<file path="config.mk">
export PLATFORM = sky130hd
export DESIGN_NAME = game_tick_gen_flat
export DESIGN_NICKNAME = d
export VERILOG_FILES = /design/src/rtl/game_tick_gen_if.sv /design/src/rtl/game_tick_gen.sv /design/src/flat_wrapper.sv
export SDC_FILE = /design/constraint.sdc
export NUM_CORES = 1
export LEC_CHECK = 0
export BUFFER_PORTS_ARGS = -buffer_cell sky130_fd_sc_hd__buf_2
export CORE_MARGIN = 2
export CORE_UTILIZATION = 45
export CTS_BUF_LIST = sky130_fd_sc_hd__clkbuf_4 sky130_fd_sc_hd__clkbuf_8
export DETAILED_ROUTE_END_ITERATION = 10
export PLACE_DENSITY = 0.66
export SYNTH_ARGS = -nofsm -noshare
export SYNTH_HDL_FRONTEND = slang
export SYNTH_SLANG_ARGS = --single-unit
</file>
<file path="constraint.sdc">
create_clock -name clk -period 7.9 [get_ports clk]
set_input_delay 1.58 -clock clk [delete_from_list [all_inputs] [get_ports clk]]
set_output_delay 1.58 -clock clk [all_outputs]
set_load 0.01 [all_outputs]
</file>
<file path="src/rtl/game_tick_gen_if.sv">
// Control and status bundle for the game tick prescaler.
// The master drives the run/pause/step controls and the slave reports tick and speed.
interface game_tick_gen_if #(
  parameter int unsigned WIDTH = 24
);
  logic             enable;
  logic             pause;
  logic             restart;
  logic             single_step;
  logic             tick;
  logic [WIDTH-1:0] period;
  logic             running;
  logic             at_max_speed;

  modport master (
    output enable, pause, restart, single_step,
    input  tick, period, running, at_max_speed
  );

  modport slave (
    input  enable, pause, restart, single_step,
    output tick, period, running, at_max_speed
  );
endinterface

</file>
<file path="src/rtl/game_tick_gen.sv">
// Programmable game-tick prescaler with run/pause/single-step control.
// The tick period shrinks by STEP every RAMP_TICKS ticks and stops at MIN_PERIOD.
module game_tick_gen #(
  parameter int unsigned WIDTH       = 24,
  parameter int unsigned BASE_PERIOD = 500000,
  parameter int unsigned MIN_PERIOD  = 100000,
  parameter int unsigned STEP        = 25000,
  parameter int unsigned RAMP_TICKS  = 64
) (
  input logic             clk,
  input logic             reset,
  game_tick_gen_if.slave  bus
);

  localparam int RW = (RAMP_TICKS > 1) ? $clog2(RAMP_TICKS) : 1;

  localparam logic [WIDTH-1:0]        BASE_P    = WIDTH'(BASE_PERIOD);
  localparam logic [WIDTH-1:0]        MIN_P     = WIDTH'(MIN_PERIOD);
  localparam logic signed [WIDTH+1:0] STEP_S    = (WIDTH+2)'(STEP);
  localparam logic signed [WIDTH+1:0] MIN_S     = (WIDTH+2)'(MIN_PERIOD);
  localparam logic [RW-1:0]           RAMP_LAST = RW'(RAMP_TICKS - 1);
  localparam logic                    BASE_AT_MIN = (BASE_P == MIN_P);

  typedef enum logic [1:0] {IDLE, RUN, PAUSE} state_t;

  state_t           state;
  logic [WIDTH-1:0] div_cnt;
  logic [WIDTH-1:0] period_q;
  logic [RW-1:0]    ramp_cnt;
  logic             tick_q;
  logic             running_q;
  logic             at_max_q;

  logic             wrap;
  logic [WIDTH-1:0] next_period;

  // Two guard bits keep the subtraction signed so a large STEP can never wrap around.
  function automatic logic [WIDTH-1:0] ramp_period(input logic [WIDTH-1:0] cur);
    logic signed [WIDTH+1:0] diff;
    diff = $signed({2'b00, cur}) - STEP_S;
    return (diff < MIN_S) ? MIN_P : WIDTH'(diff);
  endfunction

  assign wrap        = (div_cnt == period_q - 1'b1);
  assign next_period = ramp_period(period_q);

  always_ff @(posedge clk) begin
    if (reset) begin
      state     <= IDLE;
      tick_q    <= 1'b0;
      running_q <= 1'b0;
      period_q  <= BASE_P;
      at_max_q  <= BASE_AT_MIN;
      div_cnt   <= '0;
      ramp_cnt  <= '0;
    end else if (bus.restart) begin
      tick_q    <= 1'b0;
      period_q  <= BASE_P;
      at_max_q  <= BASE_AT_MIN;
      div_cnt   <= '0;
      ramp_cnt  <= '0;
    end else if (!bus.enable) begin
      state     <= IDLE;
      running_q <= 1'b0;
      tick_q    <= 1'b0;
      div_cnt   <= '0;
      ramp_cnt  <= '0;
    end else begin
      tick_q    <= 1'b0;
      state     <= bus.pause ? PAUSE : RUN;
      running_q <= !bus.pause;
      // Counting follows the pause level, so a drop of pause resumes on that very cycle.
      if (state != IDLE) begin
        if (bus.pause) begin
          if (state == PAUSE && bus.single_step) tick_q <= !tick_q;
        end else if (wrap) begin
          div_cnt <= '0;
          tick_q  <= !tick_q;
          if (ramp_cnt == RAMP_LAST) begin
            ramp_cnt <= '0;
            period_q <= next_period;
            at_max_q <= (next_period == MIN_P);
          end else begin
            ramp_cnt <= ramp_cnt + 1'b1;
          end
        end else begin
          div_cnt <= div_cnt + 1'b1;
        end
      end
    end
  end

  assign bus.tick         = tick_q;
  assign bus.period       = period_q;
  assign bus.running      = running_q;
  assign bus.at_max_speed = at_max_q;

endmodule
</file>
<file path="src/flat_wrapper.sv">
// flat-port wrapper written by rule: the top's interface ports become plain ports
module game_tick_gen_flat 
#(
  parameter int unsigned WIDTH       = 24,
  parameter int unsigned BASE_PERIOD = 500000,
  parameter int unsigned MIN_PERIOD  = 100000,
  parameter int unsigned STEP        = 25000,
  parameter int unsigned RAMP_TICKS  = 64
)
  (clk, reset, bus_enable, bus_pause, bus_restart, bus_single_step, bus_tick, bus_period, bus_running, bus_at_max_speed);
  game_tick_gen_if #(.WIDTH(WIDTH)) bus_i ();
  input logic clk;
  input logic reset;
  input wire logic [$bits(bus_i.enable)-1:0] bus_enable;
  input wire logic [$bits(bus_i.pause)-1:0] bus_pause;
  input wire logic [$bits(bus_i.restart)-1:0] bus_restart;
  input wire logic [$bits(bus_i.single_step)-1:0] bus_single_step;
  output wire logic [$bits(bus_i.tick)-1:0] bus_tick;
  output wire logic [$bits(bus_i.period)-1:0] bus_period;
  output wire logic [$bits(bus_i.running)-1:0] bus_running;
  output wire logic [$bits(bus_i.at_max_speed)-1:0] bus_at_max_speed;
  assign bus_i.enable = bus_enable;
  assign bus_i.pause = bus_pause;
  assign bus_i.restart = bus_restart;
  assign bus_i.single_step = bus_single_step;
  assign bus_tick = bus_i.tick;
  assign bus_period = bus_i.period;
  assign bus_running = bus_i.running;
  assign bus_at_max_speed = bus_i.at_max_speed;
  game_tick_gen #(.WIDTH(WIDTH), .BASE_PERIOD(BASE_PERIOD), .MIN_PERIOD(MIN_PERIOD), .STEP(STEP), .RAMP_TICKS(RAMP_TICKS)) u_core (.clk(clk), .reset(reset), .bus(bus_i));
endmodule
</file>
==> results.cfg, run 1 <==
[cts]
hold_buffers = 0
cts_made_buffers = 9
ctsHtreeMaxLevel = 3
postCtsSetupRepairBufs = 0
cts_tree = built
cts_buffer_depth = 2
clk_transition_reported_paths_ns = 0.08
ctsResizeCount = 0
cts.sinks = 58
clk_latency_ns = 0.36
cts_root_buf = clkbuf_8

[routing]
drtIter0Drc = 205
post_drt_via_cell_ratio = 6.14
drc = 0
wire_per_inst_um = 17.2
ant_nets = 0
vias = 4073
drt-total-wl_mm = 11.4
firstDrtPassIters = 5

[pwr]
power_switching_mw = 0.145
comb_power_share = 0.021
leakagePower_nw = 1.56
p_per_area_nw_per_um2 = 143
vdd_drop_max_mv = 0.0709
seqPwrFrac = 0.451
p_int_mw = 0.505
p_sw_frac = 0.222
clkPwrFrac = 0.528

[final_layout]
final_util = 0.499
mostFrequentLayoutCells = nor2_1, dfxtp_1, nand2_1
final_common_cell = nor2_1
fin_area_um2 = 4550
area_delta_synth_final_pct = 9.16
antenna_cells = 0
nets = 558
drive_above_1_share = 0.136

[sta]
setup_violations = 0
worst_pin_slew_ns = 0.856
period_share = 0.556
rsz0062_at_grt = no
hold_slack_ns = 0.421
maxSlewViolCount = 0
fmaxAchievable_mhz = 228
period_minus_slack_ns = 4.39
slew_headroom = 0.424
setup-tns-final_ns = 0
hold_viol = 0
finalWorstSetupSlack_ns = 3.51
fin_skew_ns = 0.00967

[grt]
grt_max_degree = 23
antenna_found_initial = 0
grt_pass1_vias = 3858
grt_overflow = 0
grt_use_total = 0.234
grt_pass1_wl_mm = 18.7

[die]
start_util = 0.457
core.rowCount = 35
die_x_um = 100
die-area_um2 = 10000
die_h_um = 100
core_area_um2 = 9110
boundaryPins = 33

[critical_path]
cp_data_required_time_ns = 8.15
path_max_fanout = 18
arrival_ns = 4.64
end_kind = flop
cp-start-kind = flop
path_class = reg2reg

[synthesis]
synth_cell_type_count = 71
syn-num-nets = 551
ys.flop_type = dfxtp_1
avgSynthCellArea_um2 = 7.71
async_flop_share = 0
ys_warn_count = 0
synth-seq-cells = 58
synth_area_um2 = 4160
synth_seq_area_share = 0.279
syn_inst = 540
synth_edf_count = 0

[place]
globalplace.congestion = 0.923
pre_cts_ws_ns = 3.53
place_area_um2 = 4300
io_buffers = 32
dp_hpwl_mm = 8.05

[status]
outcome = finished, final reports clean

[job]
maxCapViolCount = 0

[worst_hold_path]
worstHoldPathType = reg2reg
-- per-layer routing --
layer  wire length (um)  up-vias  part of all wire  track usage
li1                   -     1986                 -            -
met2               5370      123              0.47        0.389
met3                618       20             0.054       0.0286
met4                250        0             0.022        0.104
met5                  0        -                 0            0
met1               5130     1944              0.45        0.304
-- power groups by stage --
stage	logic [mW]	registers (mW)	clock network, mW
2_1_floorplan	0.00835	0.300	0
3_3_place_gp	0.0133	0.300	0
3_5_place_dp	0.0134	0.300	0
4_1_cts	0.0134	0.293	0.349
5_1_grt	0.0151	0.293	0.360
6_report	0.0135	0.293	0.343
-- sequential cells by signal, summed over array words and instances (netlist names) --
| name | count |
|---|---|
| u_core.bus.period | 24 |
| u_core.div_cnt | 24 |
| u_core.ramp_cnt | 6 |
| u_core.bus.at_max_speed | 1 |
| u_core.bus.running | 1 |
| u_core.bus.tick | 1 |
| u_core.state | 1 |
-- cell families after synthesis --
group                    after synthesis  share of synthesized area
XOR/XNOR                              56                      0.118
AO/OA/AOI/OAI                        113                      0.195
AND/OR/NAND/NOR                      251                      0.326
flip-flops                            58                      0.279
adder cells (fa/ha/maj)                5                     0.0150
multiplexers                           6                     0.0144
buffers and inverters                 51                     0.0526
-- worst max-delay path: stages, from the launching register on --
cell	delay, ns
dfxtp_1	0.58
inv_1	0.13
ha_1	0.34
nand2b_1	0.29
o221a_2	0.34
or4_1	0.51
nor4_1	0.37
o22ai_1	0.20
a21oi_2	0.70
nand2_2	0.44
o221a_1	0.38
-- synth_stat cells (all sizes together) (4+ instances only) --
master / instances / area [um2]
o22ai: 4 / 25.0
nand2b: 6 / 37.5
nor3b: 5 / 37.5
o211ai: 4 / 30.0
a2111oi: 4 / 53.8
inv: 14 / 52.6
o21a: 6 / 45.0
nor4: 15 / 139
o221a: 4 / 45.0
nor2: 59 / 221
nand3: 26 / 130
mux2i: 6 / 60.1
nor4b: 4 / 41.3
o32ai: 6 / 52.6
or2: 9 / 56.3
a21oi: 32 / 164
a211oi: 5 / 37.5
or4: 7 / 60.1
nand4: 14 / 87.6
buf: 16 / 87.6
and3: 7 / 43.8
xnor2: 31 / 272
or3: 10 / 67.6
and2: 5 / 31.3
clkbuf: 21 / 78.8
dfxtp: 58 / 1160
a31oi: 6 / 37.5
nand2: 54 / 205
xor2: 25 / 219
ha: 5 / 62.6
o21ai: 14 / 70.1
nor3: 15 / 75.1
-- area by class of cell --
type	instances	area, um2
fill	905	4560
multi-input combinational	431	2780
sequential	58	1160
timing repair buffer	33	168
tap	111	139
clock buffer	9	124
clock inverter	7	118
inverter	14	52.6
-- final timing paths --
check                           depth (start not counted)  slack (ns)            startpoint                    to
worst min-delay path                                    1        0.42       u_core.bus.tick       u_core.bus.tick
worst max-delay path                                   10        3.51  u_core.bus.period[3]  u_core.bus.period[9]
worst max register to register                         10        3.51  u_core.bus.period[3]  u_core.bus.period[9]
worst min register to register                          1        0.42       u_core.bus.tick       u_core.bus.tick
-- metrics by stage --
step / power, mW / cells
2_1_floorplan: 0.308 / 540
3_3_place_gp: 0.313 / 647
3_5_place_dp: 0.313 / 647
4_1_cts: 0.655 / 663
5_1_grt: 0.668 / 663
6_report: 0.650 / 663
(Power assumes the default switching activity.)
==> inputs of run 2 (changes only) <==
==> constraint.sdc (replaced) <==
create_clock -name clk -period 4.4 [get_ports clk]
set_input_delay 0.88 -clock clk [delete_from_list [all_inputs] [get_ports clk]]
set_output_delay 0.88 -clock clk [all_outputs]
set_load 0.01 [all_outputs]
==> results.cfg, run 2 (synthesis results as in run 1) <==
[cts]
cts_made_buffers = 9
cts.sinks = 58
ctsResizeCount = 0
postCtsSetupRepairBufs = 0
clk_transition_reported_paths_ns = 0.07
clk_latency_ns = 0.35
ctsHtreeMaxLevel = 3
cts_root_buf = clkbuf_8
cts_tree = built
cts_buffer_depth = 2
hold_buffers = 0

[sta]
maxSlewViolCount = 0
worst_pin_slew_ns = 0.812
setup-tns-final_ns = 0
slew_headroom = 0.454
setup_violations = 0
hold_slack_ns = 0.413
fmaxAchievable_mhz = 258
rsz0062_at_grt = no
hold_viol = 0
fin_skew_ns = 0.0101
period_minus_slack_ns = 3.87
period_share = 0.880

[pwr]
p_int_mw = 0.822
leakagePower_nw = 1.58
seqPwrFrac = 0.493
clkPwrFrac = 0.485
power_switching_mw = 0.247
p_per_area_nw_per_um2 = 235
comb_power_share = 0.023
vdd_drop_max_mv = 0.138
p_sw_frac = 0.231

[routing]
post_drt_via_cell_ratio = 6.12
ant_nets = 0
drt-total-wl_mm = 11.3
vias = 4089
drtIter0Drc = 215
drc = 0
wire_per_inst_um = 17.0
firstDrtPassIters = 4

[place]
dp_hpwl_mm = 8.11
globalplace.congestion = 0.941
io_buffers = 32
place_area_um2 = 4340

[critical_path]
reg2reg_from = u_core.bus.period[3]
rr_endpoint = u_core.bus.period[2]
path_class = reg2reg
rr_worst_depth = 11
arrival_ns = 4.12
cp_data_required_time_ns = 4.65
path_max_fanout = 13
end_kind = flop
ff2ff_setup_slack_ns = 0.53
cp-start-kind = flop

[final_layout]
fin_area_um2 = 4550
area_delta_synth_final_pct = 9.16
antenna_cells = 0
final_common_cell = nor2_1
mostFrequentLayoutCells = nor2_1, dfxtp_1, nand2_1
nets = 563
drive_above_1_share = 0.144

[worst_hold_path]
hold_path_end = u_core.bus.tick
whs_path_depth = 1
min_from = u_core.bus.tick
worstHoldPathType = reg2reg

[job]
maxCapViolCount = 0

[grt]
antenna_found_initial = 0
grt_pass1_vias = 3840
grt_max_degree = 23
grt_overflow = 0
grt_pass1_wl_mm = 18.6
grt_use_total = 0.231

[die]
start_util = 0.457
die-area_um2 = 10000
core_area_um2 = 9110
die_x_um = 100
core.rowCount = 35
die_h_um = 100
boundaryPins = 33

[status]
outcome = finished, final reports clean
## run 2: cell type report
class	instances	area, um2
clock buffer	11	151
clock inverter	5	52.6
fill	896	4560
inverter	14	52.6
multi-input combinational	431	2780
sequential	58	1160
tap	111	139
timing repair buffer	38	205
## run 2: metrics by stage
| stage | power, mW | instances | worst slack, ns | util |
|---|---|---|---|---|
| floorplan | 0.553 | 540 | 0.961 | - |
| global placement | 0.562 | 652 | 0.708 | 0.477 |
| detailed placement | 0.563 | 652 | 0.600 | 0.477 |
| CTS | 1.07 | 668 | 0.564 | 0.499 |
| global route | 1.10 | 668 | 0.101 | 0.499 |
| finish | 1.07 | 668 | 0.526 | 0.499 |
## run 2: layer usage
metal / GRT usage / wire length, um / vias up
li1: - / - / 1996
met2: 0.359 / 5060 / 149
met3: 0.0467 / 655 / 44
met5: 0 / 0 / -
met4: 0.126 / 467 / 0
met1: 0.301 / 5170 / 1900
## run 2: how the worst max path moves through the flow
stage | startpoint | to | slack [ns] | cells past startpoint
after detailed placement | u_core.bus.period[3] | u_core.bus.period[2] | 0.60 | 11
after global routing | u_core.bus.period[3] | u_core.bus.period[13] | 0.10 | 10
final | u_core.bus.period[3] | u_core.bus.period[2] | 0.53 | 11
after floorplan | u_core.bus.period[3] | u_core.bus.at_max_speed | 0.96 | 13
after CTS | u_core.bus.period[3] | u_core.bus.period[0] | 0.56 | 11
after global placement | u_core.bus.period[3] | u_core.bus.period[1] | 0.71 | 11
## run 2: worst max-delay path: stages, from the launching register on
cell       delay, ns
dfxtp_1         0.56
inv_1           0.13
ha_1            0.33
nand2b_1        0.29
a21o_1          0.35
a21oi_1         0.56
o2111ai_1       0.22
nor3b_1         0.53
a21oi_2         0.21
buf_4           0.24
o21a_1          0.21
and2_1          0.15
## run 2: power groups by stage
stage          Sequential, mW  Combinational (mW)  Clock [mW]
2_1_floorplan           0.538              0.0150           0
4_1_cts                 0.526              0.0242       0.522
6_report                0.526              0.0242       0.518
3_3_place_gp            0.538              0.0238           0
5_1_grt                 0.526              0.0262       0.548
3_5_place_dp            0.538              0.0242           0
